## src/rtl/mips_pkg.sv

```systemverilog
// Shared MIPS definitions: instruction field encodings used by the core and
// the state type / constants of the data-port bus bridge.
package mips_pkg;

  typedef enum logic [5:0] {
    OP_RTYPE  = 6'h00,
    OP_REGIMM = 6'h01,
    OP_J      = 6'h02,
    OP_JAL    = 6'h03,
    OP_BEQ    = 6'h04,
    OP_BNE    = 6'h05,
    OP_BLEZ   = 6'h06,
    OP_BGTZ   = 6'h07,
    OP_ADDIU  = 6'h09,
    OP_SLTI   = 6'h0A,
    OP_SLTIU  = 6'h0B,
    OP_ANDI   = 6'h0C,
    OP_ORI    = 6'h0D,
    OP_XORI   = 6'h0E,
    OP_LUI    = 6'h0F,
    OP_LB     = 6'h20,
    OP_LH     = 6'h21,
    OP_LWL    = 6'h22,
    OP_LW     = 6'h23,
    OP_LBU    = 6'h24,
    OP_LHU    = 6'h25,
    OP_LWR    = 6'h26,
    OP_SB     = 6'h28,
    OP_SH     = 6'h29,
    OP_SWL    = 6'h2A,
    OP_SW     = 6'h2B
  } opcode_t;

  typedef enum logic [5:0] {
    FN_SLL   = 6'h00,
    FN_SRL   = 6'h02,
    FN_SRA   = 6'h03,
    FN_SLLV  = 6'h04,
    FN_SRLV  = 6'h06,
    FN_SRAV  = 6'h07,
    FN_JR    = 6'h08,
    FN_JALR  = 6'h09,
    FN_MFHI  = 6'h10,
    FN_MTHI  = 6'h11,
    FN_MFLO  = 6'h12,
    FN_MTLO  = 6'h13,
    FN_MULT  = 6'h18,
    FN_MULTU = 6'h19,
    FN_DIV   = 6'h1A,
    FN_DIVU  = 6'h1B,
    FN_ADDU  = 6'h21,
    FN_SUBU  = 6'h23,
    FN_AND   = 6'h24,
    FN_OR    = 6'h25,
    FN_XOR   = 6'h26,
    FN_NOR   = 6'h27,
    FN_SLT   = 6'h2A,
    FN_SLTU  = 6'h2B
  } funct_t;

  typedef enum logic [2:0] {
    BR_IDLE   = 3'd0,
    BR_REQ    = 3'd1,
    BR_RDWAIT = 3'd2,
    BR_DONE   = 3'd3,
    BR_ERR    = 3'd4
  } bridge_state_t;

  localparam logic [3:0] BYTEENABLE_ALL = 4'hF;

  function automatic logic is_load(input opcode_t op);
    return (op == OP_LB) || (op == OP_LH) || (op == OP_LWL) || (op == OP_LW) ||
           (op == OP_LBU) || (op == OP_LHU) || (op == OP_LWR);
  endfunction

  function automatic logic is_store(input opcode_t op);
    return (op == OP_SB) || (op == OP_SH) || (op == OP_SWL) || (op == OP_SW);
  endfunction

endpackage

```

## src/rtl/mips_data_bus_bridge.sv

```systemverilog
// Bridges the CPU's single-cycle data port onto a wait-stated Avalon-MM bus,
// stalling the CPU via clk_enable and trapping protocol faults.
//
//   state  | meaning
//   IDLE   | sampling CPU inputs; non-memory instructions run at full rate
//   REQ    | strobe asserted from latched request, waiting for acceptance
//   RDWAIT | read accepted, capturing readdata this cycle
//   DONE   | transaction finished; one clk_enable pulse commits the instruction
//   ERR    | protocol fault, CPU frozen until reset
module mips_data_bus_bridge
  import mips_pkg::*;
#(
  parameter int TIMEOUT_CYCLES = 256
) (
  input  logic        clk,
  input  logic        reset,
  input  logic [31:0] cpu_data_address,
  input  logic        cpu_data_read,
  input  logic        cpu_data_write,
  input  logic [31:0] cpu_data_writedata,
  output logic [31:0] cpu_data_readdata,
  output logic        cpu_clk_enable,
  output logic [31:0] avm_address,
  output logic        avm_read,
  output logic        avm_write,
  output logic [31:0] avm_writedata,
  output logic [3:0]  avm_byteenable,
  input  logic [31:0] avm_readdata,
  input  logic        avm_waitrequest,
  output logic        fault
);

  localparam int CNT_W = (TIMEOUT_CYCLES > 0) ? $clog2(TIMEOUT_CYCLES + 1) : 1;
  localparam logic [CNT_W-1:0] CNT_LAST = CNT_W'(TIMEOUT_CYCLES - 1);

  bridge_state_t    state, state_next;
  logic [CNT_W-1:0] cnt, cnt_next;
  logic [31:0]      addr_q, wdata_q, rdata_q;
  logic             dir_write;
  logic             latch_en, capture;
  logic             req;

  assign req = cpu_data_read | cpu_data_write;

  always_ff @(posedge clk) begin
    if (reset) begin
      state     <= BR_IDLE;
      cnt       <= '0;
      addr_q    <= '0;
      wdata_q   <= '0;
      dir_write <= 1'b0;
      rdata_q   <= '0;
    end else begin
      state <= state_next;
      cnt   <= cnt_next;
      if (latch_en) begin
        addr_q    <= cpu_data_address;
        wdata_q   <= cpu_data_writedata;
        dir_write <= cpu_data_write;
      end
      if (capture) begin
        rdata_q <= avm_readdata;
      end
    end
  end

  always_comb begin
    state_next = state;
    cnt_next   = cnt;
    latch_en   = 1'b0;
    capture    = 1'b0;
    unique case (state)
      BR_IDLE: begin
        if (cpu_data_read && cpu_data_write) begin
          state_next = BR_ERR;
        end else if (req && (cpu_data_address[1:0] != 2'b00)) begin
          state_next = BR_ERR;
        end else if (req) begin
          state_next = BR_REQ;
          latch_en   = 1'b1;
          cnt_next   = '0;
        end
      end
      BR_REQ: begin
        if (!avm_waitrequest) begin
          state_next = dir_write ? BR_DONE : BR_RDWAIT;
        end else if ((TIMEOUT_CYCLES != 0) && (cnt == CNT_LAST)) begin
          state_next = BR_ERR;
        end else begin
          cnt_next = cnt + CNT_W'(1);
        end
      end
      BR_RDWAIT: begin
        capture    = 1'b1;
        state_next = BR_DONE;
      end
      // The old instruction's req is still high here; it must not be re-sampled.
      BR_DONE:  state_next = BR_IDLE;
      BR_ERR:   state_next = BR_ERR;
      default:  state_next = BR_IDLE;
    endcase
  end

  assign cpu_clk_enable    = !reset && (((state == BR_IDLE) && !req) || (state == BR_DONE));
  assign avm_read          = (state == BR_REQ) && !dir_write;
  assign avm_write         = (state == BR_REQ) && dir_write;
  assign avm_address       = addr_q;
  assign avm_writedata     = wdata_q;
  assign avm_byteenable    = BYTEENABLE_ALL;
  assign cpu_data_readdata = rdata_q;
  assign fault             = (state == BR_ERR);

endmodule

```

## config.mk

```make
export PLATFORM = sky130hd
export DESIGN_NAME = mips_data_bus_bridge
export DESIGN_NICKNAME = d
export VERILOG_FILES = /design/src/rtl/mips_pkg.sv /design/src/rtl/mips_data_bus_bridge.sv
export SDC_FILE = /design/constraint.sdc
export NUM_CORES = 1
export LEC_CHECK = 0
export BUFFER_PORTS_ARGS = -buffer_cell sky130_fd_sc_hd__buf_2
export CAP_MARGIN = 20
export CORE_ASPECT_RATIO = 1.5
export CORE_MARGIN = 10
export CORE_UTILIZATION = 43
export DETAILED_ROUTE_END_ITERATION = 8
export PLACE_DENSITY_LB_ADDON = 0.2
export REMOVE_ABC_BUFFERS = 1
export SYNTH_ARGS = -nofsm -noshare
export SYNTH_HDL_FRONTEND = slang
export SYNTH_SLANG_ARGS = --single-unit
```

## constraint.sdc

```tcl
create_clock -name clk -period 2.6 [get_ports clk]
set_input_delay 0.13 -clock clk [delete_from_list [all_inputs] [get_ports clk]]
set_output_delay 0.13 -clock clk [all_outputs]
set_load 0.01 [all_outputs]
```

==> results of run 1 <==
==> logic make-up after synthesis <==
family,after synthesis,synth area share [%]
other,1,0.0921
AND/OR/NAND/NOR,235,24.6
XOR/XNOR,2,0.430
adder cells (fa/ha/maj),2,0.615
AO/OA/AOI/OAI,116,15.2
flip-flops,109,53.6
buffers and inverters,45,5.50
==> synthesized netlist by cell type (all sizes together), types with 3 or more instances <==
library cell    n  area share, %
a21oi         103             13
and2            3           0.49
and3            5           0.77
buf            18            3.0
clkbuf         21            1.9
dfxtp         109             54
inv             6           0.55
nand2         193             18
nand3           7           0.86
nor2            4           0.37
nor3            6           0.86
nor3b           3           0.83
or2b            3           0.55
==> per-stage QoR <==
| stage | worst slack (ps) | total power [mW] | instance area [um^2] | utilization (%) |
|---|---|---|---|---|
| 3_3_place_gp | 362 | 2.05 | 5090 | 55.0 |
| 2_1_floorplan | 52.1 | 1.88 | 3880 | - |
| 5_1_grt | 126 | 3.55 | 5400 | 58.3 |
| 6_report | 267 | 3.41 | 5400 | 58.4 |
| 4_1_cts | 269 | 3.46 | 5400 | 58.3 |
| 3_5_place_dp | 287 | 2.06 | 5090 | 55.0 |
==> area by class of cell <==
type | count | area, um^2
fill | 896 | 3850
antenna | 1 | 2.50
inverter | 6 | 22.5
tap | 112 | 140
clock inverter | 5 | 57.6
multi-input combinational | 359 | 1680
timing repair buffer | 206 | 1060
clock buffer | 11 | 253
sequential | 109 | 2180
==> worst register-to-register path: stages, from the launching register on <==
cell	delay, ps
dfxtp_1	340
ha_1	210
and3_1	210
and3_1	200
and3_1	180
ha_1	170
nor2b_1	260
nand2_4	140
or4_1	430
o311ai_1	90
==> worst paths after layout <==
path | start | to | slack (ps) | depth (start not counted)
max | cnt[0]$_SDFFE_PP0P_ | cnt[5]$_SDFFE_PP0P_ | 270 | 9
min | cpu_data_writedata[28] | avm_writedata[28]$_SDFFE_PP0P_ | 20 | 3
max reg2reg | cnt[0]$_SDFFE_PP0P_ | cnt[5]$_SDFFE_PP0P_ | 270 | 9
min reg2reg | avm_address[29]$_SDFFE_PP0P_ | avm_address[29]$_SDFFE_PP0P_ | 450 | 2
==> where the power goes <==
group	switching (mW)	total, mW	leakage (nW)	internal, mW
Clock	0.588	1.39	0.156	0.801
Sequential	0.0232	1.73	0.881	1.71
Combinational	0.163	0.286	1.37	0.123
Total	0.774	3.41	2.41	2.63
==> metal layers <==
layer  track usage, %  vias to the layer above  share of wire [%]  wire, um
met2             27.2                      133                 50      5980
met5                0                        -                  0         0
met4             6.66                        0                2.0       241
met3             6.28                       16                7.8       936
li1                 -                     2032                  -         -
met1             18.5                     1738                 40      4850
==> registers in the layout, summed over array words and instances, names as in the netlist <==
name / flops
avm_address: 32
avm_writedata: 32
cpu_data_readdata: 32
cnt: 9
state: 3
dir_write: 1
==> qor.yml, run 1 <==
floorplan:
  core_mm2: 0.00925
  ioPinCount: 205
  dieArea_mm2: 0.0138
  die_w_um: 99.5
  initial_core_util_pct: 44.0
  die_y_um: 139
  core.rowCount: 43
route:
  dr.pass1.iters: 4
  drtIter0Drc: 136
  viasPerCell: 4.84
  drc: 0
  vias: 3919
  avgRoutedWirePerCell_um: 14.8
  wl_um: 12000
  ant_nets: 0
clock_tree:
  cts_root_buf: "clkbuf_16"
  cts_max_level: 3
  ctsResizeCount: 0
  worstSkewPairLatency_ps: 340
  clkSlewWorstSetupHoldPaths_ps: 70
  cts_tree: "built"
  clock-sinks: 109
  cts_setup_buffers: 0
  cts_buffers: 9
  clock_path_buffers: 2
  postCtsHoldBufs: 0
sta:
  setup_viol: 0
  fin_crit_ps: 2330
  setup_tns_ps: 0
  whs_ps: 17.2
  drv_slew: 0
  worst_pin_slew_ps: 806
  max_freq_mhz: 429
  finalHoldViolCount: 0
  finClkSkew_ps: 6.10
  rsz0062_at_grt: "no"
  period_share_pct: 89.7
  relSlewSlack_pct: 46.2
worst_setup_path:
  critical_path_required_ps: 2840
  crit_family: "simple AND/OR/NAND/NOR gates"
  arrival_ps: 2580
  cp_slowest_stage_delay_ps: 420
  critPathMostFrequentCell: "and3_1"
  crit_path_cell_trace: "ha_1 -> and3_1 -> and3_1 -> and3_1 -> ha_1 -> nor2b_1 -> nand2_4 -> or4_1 -> o311ai_1"
  path_buf_inv: 0
  worst-setup-path-type: "reg -> reg"
  critPathLaunchType: "flip-flop"
  cp_max_fo: 10
  worst_path_max_delay_cell: "or4_1"
  cp-end-kind: "flip-flop"
yosys:
  synth_flop_cell: "dfxtp_1"
  yosysSeqAreaShare_pct: 53.6
  syn_area_per_cell_um2: 7.98
  post_synth_instance_area_mm2: 0.00407
  postSynthCellCount: 510
  synth_cell_type_count: 41
  ys_ff_latch: 109
  async_flop_share_pct: 0
  yosys_warnings: 0
  synth_edf_count: 0
global_route:
  antenna_found_initial: 1
  grtUsageTotal_pct: 16.5
  overflow: 0
  grt_pass1_wl_um: 18900
  grt_pass1_vias: 3750
  grt_max_degree: 82
placed_design:
  dp.cells: 792
  gp_congestion: 0.801
  hpwl_um: 8930
  portBuffers: 200
layout:
  drive_gt1_share_pct: 32.8
  area_delta_synth_final_pct: 32.7
  instances_no_fill: 809
  fin_nets: 794
  final_common_cell: "buf_2"
  layout_common_cells: "buf_2 (199), nand2_1 (192), dfxtp_1 (109)"
pwr:
  p_leak_nw: 2.41
  ir_drop_mv: 0.535
  powerDensity_mw_per_mm2: 631
worst_hold_path:
  hp-class: "in -> reg"
flow_run:
  cap_violations: 0
run_status:
  outcome: "completed"
Note: power is estimated with default switching activity, not from simulation.
==> run 2: changes to the inputs <==
--- a/config.mk
+++ b/config.mk
@@ -7,7 +7,7 @@
 export LEC_CHECK = 0
 export BUFFER_PORTS_ARGS = -buffer_cell sky130_fd_sc_hd__buf_2
 export CAP_MARGIN = 20
-export CORE_ASPECT_RATIO = 1.5
+export CORE_ASPECT_RATIO = 1.2
 export CORE_MARGIN = 10
 export CORE_UTILIZATION = 43
 export DETAILED_ROUTE_END_ITERATION = 8
==> run 2 against run 1 <==
Highest routed layer unchanged. Non-clock buffer count is 89 higher. Die area fell by 0.47%. Final area grew 15%. Largest cell class unchanged. Wire length grew 18%. Critical endpoint unchanged. Clock-buffer cell count unchanged.
==> qor.yml, run 2 (synthesized netlist as in run 1, its figures left out) <==
clock_tree:
  clock_path_buffers: 2  # unchanged
  clock-sinks: 109  # unchanged
  ctsResizeCount: 0  # unchanged
  cts_root_buf: "clkbuf_8"
  cts_tree: "built"
  cts_buffers: 9  # unchanged
  worstSkewPairLatency_ps: 370  # +30 ps
  clkSlewWorstSetupHoldPaths_ps: 90  # +20 ps
  cts_max_level: 3  # unchanged
layout:
  final_common_cell: "buf_2"
  fin_nets: 883  # +11%
  area_delta_synth_final_pct: 53.1
  drive_gt1_share_pct: 28.8  # -3.9 points
  fin_util_pct: 68.3  # +9.9 points
  layout_common_cells: "buf_2 (199), nand2_1 (192), dfxtp_1 (109)"
  fill_cells: 756  # -16%
route:
  ant_nets: 0  # unchanged
  drtIter0Drc: 218  # +60%
  dr.pass1.iters: 4  # unchanged
  avgRoutedWirePerCell_um: 15.6  # +5.1%
  vias: 4410  # +13%
  viasPerCell: 4.87  # +0.48%
  drc: 0  # unchanged
  wl_um: 14100  # +18%
placed_design:
  portBuffers: 200  # unchanged
  hpwl_um: 9280  # +3.9%
  gp_congestion: 0.797  # -0.47%
sta:
  max_freq_mhz: 427  # -0.47%
  period_share_pct: 90.2  # +0.42 points
  setup_viol: 0  # unchanged
  finClkSkew_ps: 5.16  # -0.941 ps
  finalHoldViolCount: 0  # unchanged
  setup_tns_ps: 0  # unchanged
  worst_pin_slew_ps: 833  # +26.4 ps
  rsz0062_at_grt: "no"
  relSlewSlack_pct: 44.5  # -1.8 points
  fin_crit_ps: 2340  # +11.0 ps
  drv_slew: 0  # unchanged
global_route:
  grtUsageTotal_pct: 20.0  # +3.5 points
  antenna_found_initial: 2  # +1
  overflow: 0  # unchanged
  grt_max_degree: 85  # +3.7%
  grt_pass1_wl_um: 22300  # +18%
  grt_pass1_vias: 4428  # +18%
floorplan:
  initial_core_util_pct: 44.6  # +0.60 points
  die_w_um: 109  # +9.4%
  ioPinCount: 205  # unchanged
  die_y_um: 127  # -9.0%
  core.rowCount: 38  # -12%
  dieArea_mm2: 0.0138  # -0.47%
  core_mm2: 0.00913  # -1.4%
pwr:
  powerDensity_mw_per_mm2: 521  # -17%
  p_leak_nw: 2.74  # +14%
  ir_drop_mv: 0.395  # -26%
  finalPower_mw: 3.25  # -4.7%
flow_run:
  cap_violations: 0  # unchanged
run_status:
  outcome: "completed"
worst_setup_path:
  worst-setup-path-type: "reg -> reg"
  critical_path_required_ps: 2880  # +40 ps
  critPathLaunchType: "flip-flop"
  arrival_ps: 2620  # +40 ps
  cp_max_fo: 10  # unchanged
  cp-end-kind: "flip-flop"
worst_hold_path:
  hp-class: "in -> reg"
run 2: area by class of cell:
type,instances,area (um^2),area share (%)
tap,120,150,2.41
clock inverter,4,72.6,1.16
timing repair buffer,295,1980,31.7
antenna,2,5.00,0.0803
inverter,6,22.5,0.361
clock buffer,11,141,2.27
multi-input combinational,359,1680,27.0
sequential,109,2180,35.0
run 2: routing by layer:
layer  share of wire (%)  track usage, %  vias to the layer above
li1                    -               -                     2207
met2                  51            35.0                      178
met4                 4.4            11.7                        0
met3                 8.4            6.48                       37
met5                   0               0                        -
met1                  36            20.2                     1988
run 2: power breakdown:
group | switching [mW] | leakage [nW] | internal [mW] | total [mW]
sequential | 0.0242 | 0.881 | 1.71 | 1.73
combinational | 0.192 | 1.75 | 0.214 | 0.406
clock | 0.547 | 0.105 | 0.563 | 1.11
total | 0.763 | 2.74 | 2.48 | 3.25
run 2: stage by stage:
step                hold slack, ps  area [um^2]  setup slack, ps  std cells
floorplan                      199         3880             52.1        474
global placement               370         5120              374        800
detailed placement             375         5120              274        800
CTS                          0.687         6220              250        903
global route                  10.6         6230             85.3        906
finish                        15.4         6230              256        906
run 2: final timing paths:
kind                                         to  slack, ps  cells after the start                              start
min          cpu_data_readdata[12]$_SDFFE_PP0N_         20                      3                   avm_readdata[12]
max reg2reg                 cnt[5]$_SDFFE_PP0P_        260                      9                cnt[0]$_SDFFE_PP0P_
min reg2reg   cpu_data_readdata[2]$_SDFFE_PP0N_        460                      2  cpu_data_readdata[2]$_SDFFE_PP0N_
max                         cnt[5]$_SDFFE_PP0P_        260                      9                cnt[0]$_SDFFE_PP0P_
run 2: critical path, cell delays in order, from the launching register on:
cell,delay [ps]
dfxtp_1,350
ha_1,220
and3_1,220
and3_1,200
and3_1,190
ha_1,170
nor2b_1,250
nand2_4,140
or4_1,420
o311ai_1,100
run 2: repair_timing:
| item | 4_1_cts | 5_1_grt |
|---|---|---|
| setup buffers | 0 | 0 |
| hold buffers | 88 | 1 |
| endpoints found under the hold margin | 88 | 1 |
